[src/rtl/tick_arbiter_pkg.sv]
// Shared types and constants for the tick scheduler and related
// shared-resource schedulers.
package tick_pkg;

  typedef enum logic {
    COUNT = 1'b0,
    READY = 1'b1
  } state_e;

  localparam logic [31:0] DEFAULT_DIV = 32'd1;

  // Index width for n requesters; never narrower than one bit.
  function automatic int idw(input int n);
    return (n > 1) ? $clog2(n) : 1;
  endfunction

endpackage

[src/rtl/tick_arbiter_if.sv]
// Config and request/tick bundle between the cores and the tick scheduler.
interface tick_arbiter_if #(
  parameter int NUM_REQ = 4,
  parameter int CNT_W   = 32
);
  localparam int IDW = tick_pkg::idw(NUM_REQ);

  logic               cfg_we;
  logic [CNT_W-1:0]   cfg_div;
  logic               cfg_busy;
  logic [NUM_REQ-1:0] req;
  logic [NUM_REQ-1:0] tick;
  logic [IDW-1:0]     tick_id;

  modport master (
    output cfg_we, cfg_div, req,
    input  cfg_busy, tick, tick_id
  );

  modport slave (
    input  cfg_we, cfg_div, req,
    output cfg_busy, tick, tick_id
  );
endinterface

[src/rtl/tick_arbiter_rr.sv]
// Combinational round-robin pick: first set request above last_i, wrapping.
module tick_rr_arbiter #(
  parameter int NUM_REQ = 4,
  parameter int IDW     = tick_pkg::idw(NUM_REQ)
)(
  input  logic [NUM_REQ-1:0] req_i,
  input  logic [IDW-1:0]     last_i,
  output logic [NUM_REQ-1:0] grant_o,
  output logic [IDW-1:0]     idx_o,
  output logic               valid_o
);

  logic [IDW-1:0] cand;

  always_comb begin
    grant_o = '0;
    idx_o   = '0;
    valid_o = 1'b0;
    cand    = '0;
    // i == NUM_REQ revisits last_i itself, so it has the lowest priority
    for (int i = 1; i <= NUM_REQ; i++) begin
      cand = IDW'((int'(last_i) + i) % NUM_REQ);
      if (!valid_o && req_i[cand]) begin
        valid_o       = 1'b1;
        grant_o[cand] = 1'b1;
        idx_o         = cand;
      end else begin
        valid_o = valid_o;
      end
    end
  end

endmodule

[src/rtl/tick_arbiter.sv]
// Round-robin tick scheduler: one shared divider, one-hot single-cycle
// clock-enable pulses, ratio changes applied only on tick boundaries.
module tick_arbiter #(
  parameter int               NUM_REQ     = 4,
  parameter int               CNT_W       = 32,
  parameter logic [CNT_W-1:0] DEFAULT_DIV = CNT_W'(tick_pkg::DEFAULT_DIV)
)(
  input logic           inclk,
  input logic           rst,
  tick_arbiter_if.slave bus
);
  import tick_pkg::*;

  localparam int IDW = idw(NUM_REQ);

  state_e             state_q, state_d;
  logic [CNT_W-1:0]   count_q, count_d;
  logic [CNT_W-1:0]   div_q, div_d;
  logic [CNT_W-1:0]   pend_q, pend_d;
  logic               busy_q, busy_d;
  logic [IDW-1:0]     last_q, last_d;
  logic [IDW-1:0]     id_q, id_d;
  logic [NUM_REQ-1:0] tick_q, tick_d;

  logic [NUM_REQ-1:0] grant_s;
  logic [IDW-1:0]     grant_idx_s;
  logic               grant_vld_s;

  tick_rr_arbiter #(.NUM_REQ(NUM_REQ), .IDW(IDW)) u_rr (
    .req_i   (bus.req),
    .last_i  (last_q),
    .grant_o (grant_s),
    .idx_o   (grant_idx_s),
    .valid_o (grant_vld_s)
  );

  always_comb begin
    state_d = state_q;
    count_d = count_q;
    div_d   = div_q;
    pend_d  = pend_q;
    busy_d  = busy_q;
    last_d  = last_q;
    id_d    = id_q;
    tick_d  = '0;
    case (state_q)
      COUNT: begin
        count_d = count_q + CNT_W'(1);
        state_d = (count_d == div_q) ? READY : COUNT;
        if (bus.cfg_we) begin
          pend_d = bus.cfg_div;
          busy_d = 1'b1;
        end else begin
          busy_d = busy_q;
        end
      end
      READY: begin
        if (grant_vld_s) begin
          tick_d  = grant_s;
          id_d    = grant_idx_s;
          last_d  = grant_idx_s;
          count_d = '0;
          busy_d  = 1'b0;
          // A write on the fire edge beats an older pending value
          if (bus.cfg_we) begin
            div_d = bus.cfg_div;
          end else if (busy_q) begin
            div_d = pend_q;
          end else begin
            div_d = div_q;
          end
          state_d = (div_d == '0) ? READY : COUNT;
        end else if (bus.cfg_we) begin
          div_d   = bus.cfg_div;
          count_d = '0;
          busy_d  = 1'b0;
          state_d = (bus.cfg_div == '0) ? READY : COUNT;
        end else begin
          state_d = READY;
        end
      end
      default: begin
        state_d = COUNT;
        count_d = '0;
      end
    endcase
  end

  always_ff @(posedge inclk or posedge rst) begin
    if (rst) begin
      state_q <= COUNT;
      count_q <= '0;
      div_q   <= DEFAULT_DIV;
      pend_q  <= '0;
      busy_q  <= 1'b0;
      last_q  <= IDW'(NUM_REQ - 1);
      id_q    <= '0;
      tick_q  <= '0;
    end else begin
      state_q <= state_d;
      count_q <= count_d;
      div_q   <= div_d;
      pend_q  <= pend_d;
      busy_q  <= busy_d;
      last_q  <= last_d;
      id_q    <= id_d;
      tick_q  <= tick_d;
    end
  end

  assign bus.tick     = tick_q;
  assign bus.tick_id  = id_q;
  assign bus.cfg_busy = busy_q;

endmodule
[src/flat_wrapper.sv]
// flat-port wrapper written by rule: the top's interface ports become plain ports
module tick_arbiter_flat import tick_pkg::*;
#(
  parameter int               NUM_REQ     = 4,
  parameter int               CNT_W       = 32,
  parameter logic [CNT_W-1:0] DEFAULT_DIV = CNT_W'(tick_pkg::DEFAULT_DIV)
)
  (inclk, rst, bus_cfg_we, bus_cfg_div, bus_req, bus_cfg_busy, bus_tick, bus_tick_id);
  tick_arbiter_if #(.NUM_REQ(NUM_REQ), .CNT_W(CNT_W)) bus_i ();
  input logic inclk;
  input logic rst;
  input wire logic [$bits(bus_i.cfg_we)-1:0] bus_cfg_we;
  input wire logic [$bits(bus_i.cfg_div)-1:0] bus_cfg_div;
  input wire logic [$bits(bus_i.req)-1:0] bus_req;
  output wire logic [$bits(bus_i.cfg_busy)-1:0] bus_cfg_busy;
  output wire logic [$bits(bus_i.tick)-1:0] bus_tick;
  output wire logic [$bits(bus_i.tick_id)-1:0] bus_tick_id;
  assign bus_i.cfg_we = bus_cfg_we;
  assign bus_i.cfg_div = bus_cfg_div;
  assign bus_i.req = bus_req;
  assign bus_cfg_busy = bus_i.cfg_busy;
  assign bus_tick = bus_i.tick;
  assign bus_tick_id = bus_i.tick_id;
  tick_arbiter #(.NUM_REQ(NUM_REQ), .CNT_W(CNT_W), .DEFAULT_DIV(DEFAULT_DIV)) u_core (.inclk(inclk), .rst(rst), .bus(bus_i));
endmodule
[config.mk]
export PLATFORM = sky130hd
export DESIGN_NAME = tick_arbiter_flat
export DESIGN_NICKNAME = d
export VERILOG_FILES = /design/src/rtl/tick_arbiter_pkg.sv /design/src/rtl/tick_arbiter_if.sv /design/src/rtl/tick_arbiter_rr.sv /design/src/rtl/tick_arbiter.sv /design/src/flat_wrapper.sv
export SDC_FILE = /design/constraint.sdc
export NUM_CORES = 1
export LEC_CHECK = 0
export ABC_CLOCK_PERIOD_IN_PS = 8500
export BUFFER_PORTS_ARGS = -buffer_cell sky130_fd_sc_hd__clkbuf_2
export CORE_UTILIZATION = 45
export CTS_CLUSTER_DIAMETER = 150
export CTS_CLUSTER_SIZE = 28
export DETAILED_ROUTE_END_ITERATION = 6
export GPL_TIMING_DRIVEN = 0
export SETUP_SLACK_MARGIN = 0.3
export SYNTH_ARGS = -nofsm -noshare
export SYNTH_HDL_FRONTEND = slang
export SYNTH_HIERARCHICAL = 1
export SYNTH_SLANG_ARGS = --single-unit
[constraint.sdc]
create_clock -name inclk -period 8.5 [get_ports inclk]
set_input_delay 1.275 -clock inclk [delete_from_list [all_inputs] [get_ports inclk]]
set_output_delay 1.275 -clock inclk [all_outputs]
set_load 0.01 [all_outputs]
# Word-level counts from Yosys, hierarchy flattened
# Cells that the tools add are included.
# totals
ff_bits	106
output_inout_bits	7
word_cells	94
# classes
n_reduce_logical	17
n_mux	49
bitwise_logic	4
magnitude_cmp	8
n_eq_ne	3
n_addsub	5
# op_table
operator	count
$mux 32	8
$logic_not 32->1	2
$pmux 32 s2	1
$add 32x1->32 const B	1
$eq 32x32->1	1
$mux 4	6
$mux 1	20
$lt 2x3->1 const B	4
$or 4x4->4	3
$bmux 1 s2	4
$demux 1 s2	4
$ge 2x1->1 const B	4
$mux 2	4
$reduce_and 2->1	4
$logic_and 1x1->1	7
$add 2x1->2 const B	2
$add 2x2->2 const B	2
$pmux 1 s2	2
$logic_not 1->1	3
$ne 3x3->1 const B	1
$ne 2x2->1 const B	1
$reduce_bool 2->1	1
$not 1->1	1

# Logic depth before layout (Yosys ltp)
# depth
depth_word	19
mapped_depth	10
mapped_depth_nobuf	9

# By module
# Netlist, hierarchy kept.
# modules_own_cells
module	cells_each	instances	seq_area_each_um2	area_each_um2
tick_arbiter	646	1	2656.3	6077.1
tick_rr_arbiter	68	1	0.0	525.5

# Worst setup path after synthesis
# OpenSTA, ideal clock, no wires.
# synth_path
path_type	input port to flip-flop
start	in bus_cfg_we
end	reg u_core.pend_q[0]
setup_slack_ps	5652
required_time_ps	8375
path_buffers	2
arrival_time_ps	2723
cell_stages	5
cell_sequence	clkbuf_1 > clkinv_1 > nor2_1 > clkbuf_1 > mux2_2
# synth_via
elab_chain_cells	1
# synth_lines
item	line_no	text
start: declaration	flat_wrapper.sv:12	input wire logic [$bits(bus_i.cfg_we)-1:0] bus_cfg_we;
$reduce_and 2->1 (no line)	n/a	
end signal: assignment	tick_arbiter.sv:103	pend_q <= pend_d;
end: declaration	tick_arbiter.sv:19	logic [CNT_W-1:0] pend_q, pend_d;
# No other way between the ends.
# A chain may end at the register's enable or synchronous reset.

# Worst setup path after layout
# layout_path
start	in bus_cfg_we
end	reg u_core.div_q[16]
# layout_via
elab_chain_cells	4
word_cells_on_any_way	6
classes_between	4 x mux; 2 x reduce/logical
# layout_lines
item	line_no	text
$mux 32	tick_arbiter.sv:65	if (bus.cfg_we) begin
$mux 32	tick_arbiter.sv:58	if (grant_vld_s) begin
$mux 32	tick_arbiter.sv:46	case (state_q)
$mux 32	tick_arbiter.sv:58	
end signal: assignment	tick_arbiter.sv:102	div_q <= div_d;
end: declaration	tick_arbiter.sv:18	logic [CNT_W-1:0] div_q, div_d;
# Parallel ways exist; a longest one is shown, timed or not. The select of a mux whose other input is x is not followed.

==> metrics.yaml <==
status:
  outcome: "complete, no violations"
worst_setup_path:
  max_stage_delay_ps: 470
  cp_max_fo: 10
  critPathArrivalTime_ps: 3530
  cp-start-kind: "input pin"
  crit_top_cell: "clkbuf_1"
  cp_top_family: "buffers and inverters"
  setup.worst_path.class: "in2reg"
  rrSetupSlack_ps: 5480
  rr_endpoint: "u_core/state_q"
  crit_slowest_cell: "buf_1"
  reg2regPathDepth: 9
  critical_path_required_ps: 8730
  r2r-start: "u_core/bus.cfg_busy"
  crit_path_cell_trace: "clkbuf_1, clkinv_1, nand2_1, clkbuf_1, buf_1, nor2_1, a21oi_1, o21ai_0"
  critPathCaptureType: "flip-flop"
  crit_buf_inv: 4
route:
  wl_per_cell_um: 19.4
  first_iter_violations: 535
  post-route-drc-count: 0
  vias: 5758
  drt-pass1-iter-count: 6
  ant_nets: 0
  wl_um: 18500
  viasPerCell: 6.04
clocking:
  hold_buffers: 0
  cts_setup_buffers: 0
  cts-resized-gates: 0
  cts_buffer_depth: 2
  cts-root-buf: "clkbuf_16"
  cts_sinks: 106
  clk_pin_slew_ps: 80
  cts_max_level: 3
  clock_latency_ps: 360
  cts_made_buffers: 9
  cts_tree: "built"
sta:
  finClkSkew_ps: 9.03
  relSlewSlack_pct: 43.1
  worstMarginPinSlew_ps: 853
  fin_crit_sh_pct: 38.8
  period_minus_slack_ps: 3290
  finalHoldViolCount: 0
  fmax_ghz: 0.304
  finalSetupTns_ps: 0
  rsz0062_at_grt: "false"
  setup_viol: 0
  final_max_slew_viol_count: 0
logic_synthesis:
  synth_edf_count: 0
  ys_ff_latch: 106
  ys_seq_area_share_pct: 40.2
  yosys.area.top_type: "dfrtp_1"
  avgSynthCellArea_um2: 9.25
  synth_top_family_by_area: "simple AND/OR/NAND/NOR gates"
  ys.flop_type: "dfrtp_1"
  synth_xor_area_share_pct: 7.09
  synth.area.mux_share_pct: 10.9
  yosysWarnings: 6
  synth_top_area_share_pct: 39.0
  synth.top_cells.by_area: "dfrtp_1 39%, mux2_2 5.6%, nand2_1 5.2%"
  synth_fa_ha_area_share_pct: 1.71
  synth_cells: 714
  syn_area_mm2: 0.00660
  syn_nets: 762
  async_flop_share_pct: 100
  synth_compound_area_share_pct: 16.7
  synth_simple_gate_area_share_pct: 19.3
  synth_cell_types: 77
grt:
  grt_pass1_vias: 5457
  grt_antenna_before_repair: 0
  grt_pass1_wl_um: 29600
  grt_max_degree: 68
  grt_overflow: 0
  track_usage_pct: 26.0
power_and_ir_drop:
  p_switching_mw: 0.416
  p_comb_share_pct: 21.9
  power_density_mw_per_mm2: 178
  swShare_pct: 31.7
  p_int_mw: 0.896
  clockPowerShare_pct: 31.5
  ir_worst_vdd_v: 0.000122
  p_leak_nw: 3.25
  seqPwrFrac_pct: 46.6
min_path:
  min_to: "u_core/bus.tick_id[1]"
  holdCritStartpoint: "u_core/bus.tick_id[1]"
  min_path_type: "reg2reg"
  whs_path_depth: 1
layout:
  fin_util_pct: 52.2
  layout-drive-gt1-share_pct: 17.5
  area_growth_pct: 11.4
  final_nets: 816
floorplanning:
  fp.dieArea_mm2: 0.0152
  core_area_mm2: 0.0141
  die-width_um: 123
  start_util_pct: 46.8
  row_count: 43
  die_h_um: 123
  boundaryPins: 46
placement:
  post-dp-hpwl_um: 13900
  gp_congestion: 0.898
  port_buffers: 42
job:
  max_cap_viol_count: 0
[area by class of cell]
type                       instances  area, um2
timing repair buffer              43        230
clock buffer                      10        239
clock inverter                     6       55.1
antenna                            1       2.50
inverter                          17       66.3
multi-input combinational        547       3670
tap                              180        225
fill                            1318       6740
buffer                            44        208
sequential                       106       2660
[per-stage QoR]
stage	total power [mW]	worst slack (ps)	cells	hold slack (ps)	area, um2
5_1_grt	1.38	5060	953	519	7350
2_1_floorplan	0.819	4440	714	480	6600
3_5_place_dp	0.904	4880	937	464	7060
3_3_place_gp	0.891	3170	936	471	7040
4_1_cts	1.32	5250	953	487	7350
6_report	1.31	5210	954	482	7360
[layer usage]
metal / vias up / global-route usage (%) / wire length, um
met5: - / 0 / 0
met4: 0 / 8.28 / 394
met3: 32 / 5.77 / 1340
met2: 248 / 39.5 / 8390
met1: 2809 / 36.9 / 8380
li1: 2669 / - / -
[registers in the layout, summed over array words and instances (netlist names)]
signal               count
u_core/bus.tick          4
u_core/bus.tick_id       2
u_core/bus.cfg_busy      1
u_core/count_q          32
u_core/state_q           1
u_core/div_q            32
u_core/pend_q           32
u_core/last_q            2
[layout by cell type (no fill, tap or decap), types with 5 or more instances in the layout]
| cell | netlist | final |
|---|---|---|
| a21o_1 | 5 | 5 |
| dfrtp_1 | 103 | 103 |
| clkbuf_2 | 0 | 42 |
| a21oi_1 | 40 | 40 |
| inv_1 | 15 | 14 |
| a31oi_1 | 5 | 5 |
| ha_1 | 9 | 9 |
| nor4_1 | 15 | 15 |
| mux2i_1 | 30 | 30 |
| clkbuf_16 | 0 | 9 |
| nor2_1 | 47 | 47 |
| clkbuf_1 | 26 | 26 |
| o21ai_1 | 9 | 9 |
| o21ai_0 | 68 | 68 |
| xor2_1 | 19 | 19 |
| nand2_1 | 92 | 92 |
| and3_1 | 11 | 11 |
| nand4_1 | 11 | 11 |
| xnor2_1 | 30 | 30 |
| nor2b_1 | 6 | 6 |
| buf_2 | 10 | 10 |
| mux2_2 | 33 | 33 |
| nor3_1 | 10 | 10 |
| nand3_1 | 19 | 19 |
| a211oi_1 | 6 | 6 |
[synth_stat cells, drive strengths merged, types with 3 or more instances]
cell and count:
a2111oi 4, a211oi 7, a21o 5, a21oi 41, a221o 4, a22o 3
a31oi 5, and2 4, and3 13, and4 5, buf 18, clkbuf 26
dfrtp 103, dfstp 3, ha 9, inv 16, mux2 33, mux2i 31
nand2 92, nand2b 4, nand3 20, nand4 14, nor2 48, nor2b 6
nor3 13, nor4 17, o211ai 3, o21ai 77, o22ai 5, or4 4
xnor2 31, xor2 19
[worst max-delay path by stage]
| stage | to | startpoint | cells past startpoint | slack [ps] |
|---|---|---|---|---|
| final | u_core/div_q[16] | bus_cfg_we | 8 | 5210 |
| after global routing | u_core/div_q[14] | bus_cfg_we | 8 | 5060 |
| after floorplan | u_core/bus.cfg_busy | rst | 1 | 4440 |
| after detailed placement | u_core/pend_q[4] | bus_cfg_we | 5 | 4880 |
| after CTS | u_core/pend_q[4] | bus_cfg_we | 5 | 5250 |
| after global placement | u_core/count_q[18] | rst | 2 | 3170 |
[power by group through the flow]
stage	clock network (mW)	logic, mW	registers, mW
2_1_floorplan	0	0.220	0.599
5_1_grt	0.448	0.316	0.618
3_3_place_gp	0	0.274	0.617
4_1_cts	0.425	0.286	0.610
6_report	0.413	0.287	0.612
3_5_place_dp	0	0.284	0.619
[cell families (layout without fill, tap and decap cells)]
family	Yosys count	count (layout)
other	0	1
buffers and inverters	61	120
adder cells (fa/ha/maj)	9	9
AND/OR/NAND/NOR	247	247
XOR/XNOR	51	51
flip-flops	106	106
multiplexers	65	65
AO/OA/AOI/OAI	175	175
Power figures use the tool's default switching activity.
